`config.mk`:
```
export PLATFORM = sky130hd
export DESIGN_NAME = pipe_stage_reg
export DESIGN_NICKNAME = d
export VERILOG_FILES = /design/src/rtl/core_pkg.sv /design/src/rtl/sat_counter.sv /design/src/rtl/pipe_stage_reg.sv
export SDC_FILE = /design/constraint.sdc
export NUM_CORES = 1
export LEC_CHECK = 0
export CAP_MARGIN = 20
export CORE_ASPECT_RATIO = 2
export CORE_MARGIN = 4
export CORE_UTILIZATION = 41
export DETAILED_ROUTE_END_ITERATION = 16
export PLACE_DENSITY = 0.85
export SYNTH_ARGS = -nofsm -noshare
export SYNTH_HDL_FRONTEND = slang
export SYNTH_SLANG_ARGS = --single-unit
```
`constraint.sdc`:
```
create_clock -name clk -period 2 [get_ports clk]
set_input_delay 0.4 -clock clk [delete_from_list [all_inputs] [get_ports clk]]
set_output_delay 0.4 -clock clk [all_outputs]
set_load 0.02 [all_outputs]
```
`src/rtl/core_pkg.sv`:
```
// Core-wide constants shared by the pipeline stages: exception-code width,
// CP0 ExcCode values and the reset / exception-handler vectors.
package core_pkg;

  localparam int unsigned EXC_W = 5;

  typedef enum logic [EXC_W-1:0] {
    EXC_INT  = 5'd0,
    EXC_ADEL = 5'd4,
    EXC_ADES = 5'd5,
    EXC_RI   = 5'd10,
    EXC_OV   = 5'd12
  } exc_code_e;

  localparam logic [31:0] RESET_PC   = 32'h0000_0000;
  localparam logic [31:0] HANDLER_PC = 32'h0000_4180;

endpackage

```
`src/rtl/sat_counter.sv`:
```
// Saturating up-counter with synchronous clear; sticks at all-ones.
module sat_counter #(
  parameter int unsigned CNT_W = 16
) (
  input  logic             clk,
  input  logic             reset,
  input  logic             inc,
  input  logic             clr,
  output logic [CNT_W-1:0] count
);

  localparam logic [CNT_W-1:0] ONE = {{(CNT_W-1){1'b0}}, 1'b1};

  always_ff @(posedge clk) begin
    if (reset || clr) begin
      count <= '0;
    end else if (inc && (count != '1)) begin
      count <= count + ONE;
    end
  end

endmodule

```
`src/rtl/pipe_stage_reg.sv`:
```
// Generic MIPS pipeline-stage register: payload, PC, delay-slot flag, valid and
// precise-exception record, with stall/flush priority and perf counters.
module pipe_stage_reg #(
  parameter int unsigned PAYLOAD_W       = 64,
  parameter int unsigned EXC_W           = core_pkg::EXC_W,
  parameter logic [31:0] RESET_PC        = core_pkg::RESET_PC,
  parameter logic [31:0] HANDLER_PC      = core_pkg::HANDLER_PC,
  parameter bit          KEEP_PC_ON_ERET = 1'b1,
  parameter int unsigned CNT_W           = 16
) (
  input  logic                 clk,
  input  logic                 reset,
  input  logic                 stall_i,
  input  logic                 req_i,
  input  logic                 eret_i,
  input  logic                 cnt_clr_i,
  input  logic                 in_valid,
  input  logic [31:0]          in_pc,
  input  logic                 in_bd,
  input  logic                 in_exc_valid,
  input  logic [EXC_W-1:0]     in_exc_code,
  input  logic                 lcl_exc_valid,
  input  logic [EXC_W-1:0]     lcl_exc_code,
  input  logic [PAYLOAD_W-1:0] in_payload,
  output logic                 out_valid,
  output logic [31:0]          out_pc,
  output logic                 out_bd,
  output logic                 out_exc_valid,
  output logic [EXC_W-1:0]     out_exc_code,
  output logic [PAYLOAD_W-1:0] out_payload,
  output logic [CNT_W-1:0]     stall_cnt,
  output logic [CNT_W-1:0]     bubble_cnt
);

  logic             nxt_exc_valid;
  logic [EXC_W-1:0] nxt_exc_code;
  logic             stall_inc;
  logic             bubble_inc;

  // Upstream exception wins over one raised at this boundary; empty slots carry none.
  always_comb begin
    nxt_exc_valid = 1'b0;
    nxt_exc_code  = '0;
    if (in_valid && in_exc_valid) begin
      nxt_exc_valid = 1'b1;
      nxt_exc_code  = in_exc_code;
    end else if (in_valid && lcl_exc_valid) begin
      nxt_exc_valid = 1'b1;
      nxt_exc_code  = lcl_exc_code;
    end
  end

  always_ff @(posedge clk) begin
    if (reset) begin
      out_valid     <= 1'b0;
      out_pc        <= RESET_PC;
      out_bd        <= 1'b0;
      out_exc_valid <= 1'b0;
      out_exc_code  <= '0;
      out_payload   <= '0;
    end else if (req_i) begin
      out_valid     <= 1'b0;
      out_pc        <= HANDLER_PC;
      out_bd        <= 1'b0;
      out_exc_valid <= 1'b0;
      out_exc_code  <= '0;
      out_payload   <= '0;
    end else if (stall_i) begin
      // hold everything; a concurrent eret is dropped and must be re-issued
    end else if (eret_i) begin
      out_valid     <= 1'b0;
      out_pc        <= KEEP_PC_ON_ERET ? out_pc : 32'h0000_0000;
      out_bd        <= 1'b0;
      out_exc_valid <= 1'b0;
      out_exc_code  <= '0;
      out_payload   <= '0;
    end else begin
      out_valid     <= in_valid;
      out_pc        <= in_pc;
      out_bd        <= in_bd;
      out_exc_valid <= nxt_exc_valid;
      out_exc_code  <= nxt_exc_code;
      out_payload   <= in_payload;
    end
  end

  // A bubble is any cycle that loads out_valid=0 other than by reset or hold.
  assign stall_inc  = stall_i & ~req_i;
  assign bubble_inc = req_i | (~stall_i & (eret_i | ~in_valid));

  sat_counter #(.CNT_W(CNT_W)) u_stall_cnt (
    .clk   (clk),
    .reset (reset),
    .inc   (stall_inc),
    .clr   (cnt_clr_i),
    .count (stall_cnt)
  );

  sat_counter #(.CNT_W(CNT_W)) u_bubble_cnt (
    .clk   (clk),
    .reset (reset),
    .inc   (bubble_inc),
    .clr   (cnt_clr_i),
    .count (bubble_cnt)
  );

endmodule

```
==> results.yml <==
critical_path:
  end_kind: "output pin"
  critPathMaxFanout: 6
  crit_required_ns: 1.60
  crit_path_max_incr_delay_ns: 0.67
  path_cells: "clkdlybuf4s50_1"
  crit_path_start_kind: "flip-flop"
  r2r-start: "u_stall_cnt.count[0]$_SDFFE_PP0P_"
  critical_path_arrival_ns: 1.56
  rrSetupSlack_ns: 0.20
  path_delay_family: "buffers and inverters"
  cp_slowest_cell: "clkdlybuf4s50_1"
  rr_endpoint: "u_stall_cnt.count[15]$_SDFFE_PP0P_"
  worst_r2r_path_depth: 5
  path_buf_inv: 1
  crit_type: "flip-flop to output pin"
worst_hold_path:
  hold_path.class: "flip-flop to flip-flop"
  hp-start: "out_pc[23]$_SDFFE_PP0P_"
  min_to: "out_pc[23]$_SDFFE_PP0P_"
  min_delay_path_depth: 2
logic_synthesis:
  synth_edf_count: 0
  yosys.area_share.simple_pct: 22.81
  synth_top_area_share_pct: 51.54
  ys.flop_type: "dfxtp_1"
  synth_mux_area_share_pct: 2.274
  yosys-top-cells-area: "dfxtp_1, a22oi_1, nand2_1"
  synth-async-reset-ratio_pct: 0
  synth_xor_area_share_pct: 0
  synth-seq-cells: 136
  synth_warnings: 0
  synth_cell_types: 49
  syn_avg_cell_area_um2: 8.834
  synth_nets: 716
  synth.cell_area_mm2: 0.005283
  synthAdderAreaFrac_pct: 0.4737
  ys_seq_area_share_pct: 51.54
  synth_top_area_cell: "dfxtp_1"
  synth_top_family_by_area: "simple AND/OR/NAND/NOR gates"
  synth_compound_area_share_pct: 19.19
  synthCells: 598
flow_run:
  cap_violations: 0
clock_network:
  clk_path_buf_depth: 2
  clkSinkCount: 136
  cts_tree: "yes"
  cts_hold_buf: 0
  cts_buffers: 17
  post_cts_buffers: 0
  cts-root-buf: "clkbuf_16"
  clk_latency_ns: 0.41
  clkTransAtPathRegs_ns: 0.05
  htreeDepth: 4
power_and_ir_drop:
  switchingPower_mw: 1.514
  p_int_mw: 4.863
  power_leakage_nw: 3.049
  pwr-share-seq_pct: 43.7
  sw_frac_of_total_pct: 23.74
  p_comb_share_pct: 10.7
  power_frac_clock_pct: 45.6
  irDropWorstVdd_uv: 597.5
  powerDensity_mw_per_mm2: 743.8
  p_total_mw: 6.376
outcome:
  outcome: "complete, no violations"
grt:
  track_usage_pct: 23.87
  grt_pass1_wl_mm: 27.74
  grt.overflow.total: 0
  grt_max_degree: 61
  antenna_found_initial: 0
  grt_pass1_vias: 5446
timing:
  period_share_pct: 98.13
  skew_ns: 0.01053
  setup_viol: 0
  drv_slew: 0
  fin_ws_ns: 0.03741
  hold_violations: 0
  maxSlewHeadroom_pct: 57.14
  fin_crit_ns: 1.963
  worst-slew-pin-transition_ns: 0.6375
  rsz0062_at_grt: "false"
  fmax_mhz: 509.5
route:
  wire_per_inst_um: 17.85
  vias: 5539
  drc_errors: 0
  viasPerCell: 5.490
  first_iter_violations: 251
  postRouteAntennaNets: 0
  wl_mm: 18.01
  dr.pass1.iters: 4
cells_and_area:
  antenna_cells: 0
  area_growth_pct: 62.29
  drive_above_1_share_pct: 7.916
  final_cell_area_mm2: 0.008573
  nNetsFinal: 966
  layout.cells.non_filler: 1009
place:
  place_ws_ns: -0.03637
  io_buffers: 251
  gp_congestion: 0.9579
  placed_cells: 979
  dp_hpwl_mm: 13.17
  placed_area_mm2: 0.008021
floorplan:
  die-width_um: 88.27
  coreArea_mm2: 0.01263
  die_area_mm2: 0.01487
  fp-row-count: 58
  start_util_pct: 41.84
  ios: 252
  die_h_um: 168.5
==> layout by cell type, fill, tap and decap left out, drive strengths merged, types with 2 or more instances in the layout <==
cell type	instances
mux2i	12
o21a	2
clkinv	4
inv	8
clkdlybuf4s50	247
and4	3
nor3	7
buf	22
a31oi	3
nor2	82
nand3	7
dlymetal6s2s	3
dfxtp	136
a21oi	45
a22oi	70
a211oi	2
a22o	4
and3	8
clkinvlp	4
nor4b	2
nand2	92
or2	3
nand4	13
clkbuf	19
o311ai	2
o41ai	3
or3	14
a311oi	2
ha	2
o21ai	5
nor4	10
or4	6
o31ai	5
==> metrics by stage <==
stage	hold WS (ns)	setup TNS, ns	utilization [%]
final	0.4507	0	67.90
after global placement	0.4412	-0.001960	63.53
after CTS	0.4552	0	67.84
after floorplan	0.5345	0	-
after detailed placement	0.4479	-0.1107	63.53
after global routing	0.4719	0	67.90
==> power groups by stage <==
stage / clock, mW / sequential (mW) / combinational [mW]
after floorplan: 0 / 2.90 / 0.215
after CTS: 2.96 / 2.78 / 0.689
after global placement: 0 / 2.84 / 0.676
after global routing: 3.06 / 2.79 / 0.734
after detailed placement: 0 / 2.84 / 0.684
final: 2.91 / 2.78 / 0.685
==> layer usage <==
metal,vias to the layer above,track usage (%),share of wire [%]
met5,-,0,0
met4,0,11.78,3.9
met3,46,6.624,6.1
met2,191,44.08,56
met1,2659,23.36,34
li1,2643,-,-
==> registers in the layout, summed over array words and instances, names as in the netlist <==
name and flops:
out_payload 64, out_pc 32, u_bubble_cnt.count 16, u_stall_cnt.count 16, out_exc_code 5, out_bd 1
out_exc_valid 1, out_valid 1
==> final cells by class <==
| cell class | instances | area (um^2) |
|---|---|---|
| tap | 150 | 187.7 |
| inverter | 6 | 22.52 |
| clock buffer | 19 | 442.9 |
| clock inverter | 11 | 101.3 |
| fill | 1021 | 4054 |
| timing repair buffer | 272 | 2723 |
| sequential | 136 | 2723 |
| multi-input combinational | 415 | 2374 |
==> repair_timing <==
action	CTS	global route
resized for setup	0	3
endpoints found under the setup margin	0	3
endpoints found under the hold margin	0	0
==> cells by family (layout without fill, tap and decap cells) <==
kind of cell	Yosys count	count (layout)
simple gates	252	252
compound gates	149	149
flops	136	136
buf+inv	47	308
mux	12	12
fa+ha+maj	2	2
==> synth_stat cells (all sizes together), types with 2 or more instances <==
library cell and n:
dfxtp 136, nand2 92, nor2 82, a22oi 70, a21oi 45, clkbuf 33
or3 14, nand4 13, mux2i 12, nor4 10, and3 8, buf 8
nand3 7, nor3 7, inv 6, or4 6, o21ai 5, o31ai 5
a22o 4, a31oi 3, and4 3, o41ai 3, or2 3, a211oi 2
a311oi 2, ha 2, nor4b 2, o21a 2, o311ai 2
==> worst max-delay path by stage <==
stage                                                   from                                 end  slack (ns)  cells after the start
after floorplan            u_stall_cnt.count[0]$_SDFFE_PP0P_  u_stall_cnt.count[14]$_SDFFE_PP0P_        0.16                      5
after global placement                                 req_i  u_stall_cnt.count[14]$_SDFFE_PP0P_      -0.002                      5
after detailed placement                               req_i  u_stall_cnt.count[14]$_SDFFE_PP0P_       -0.04                      5
after CTS                  u_stall_cnt.count[7]$_SDFFE_PP0P_                        stall_cnt[7]        0.04                      1
after global routing      u_bubble_cnt.count[9]$_SDFFE_PP0P_                       bubble_cnt[9]      0.0003                      1
final                     u_bubble_cnt.count[9]$_SDFFE_PP0P_                       bubble_cnt[9]        0.04                      1
(Power assumes the default switching activity.)
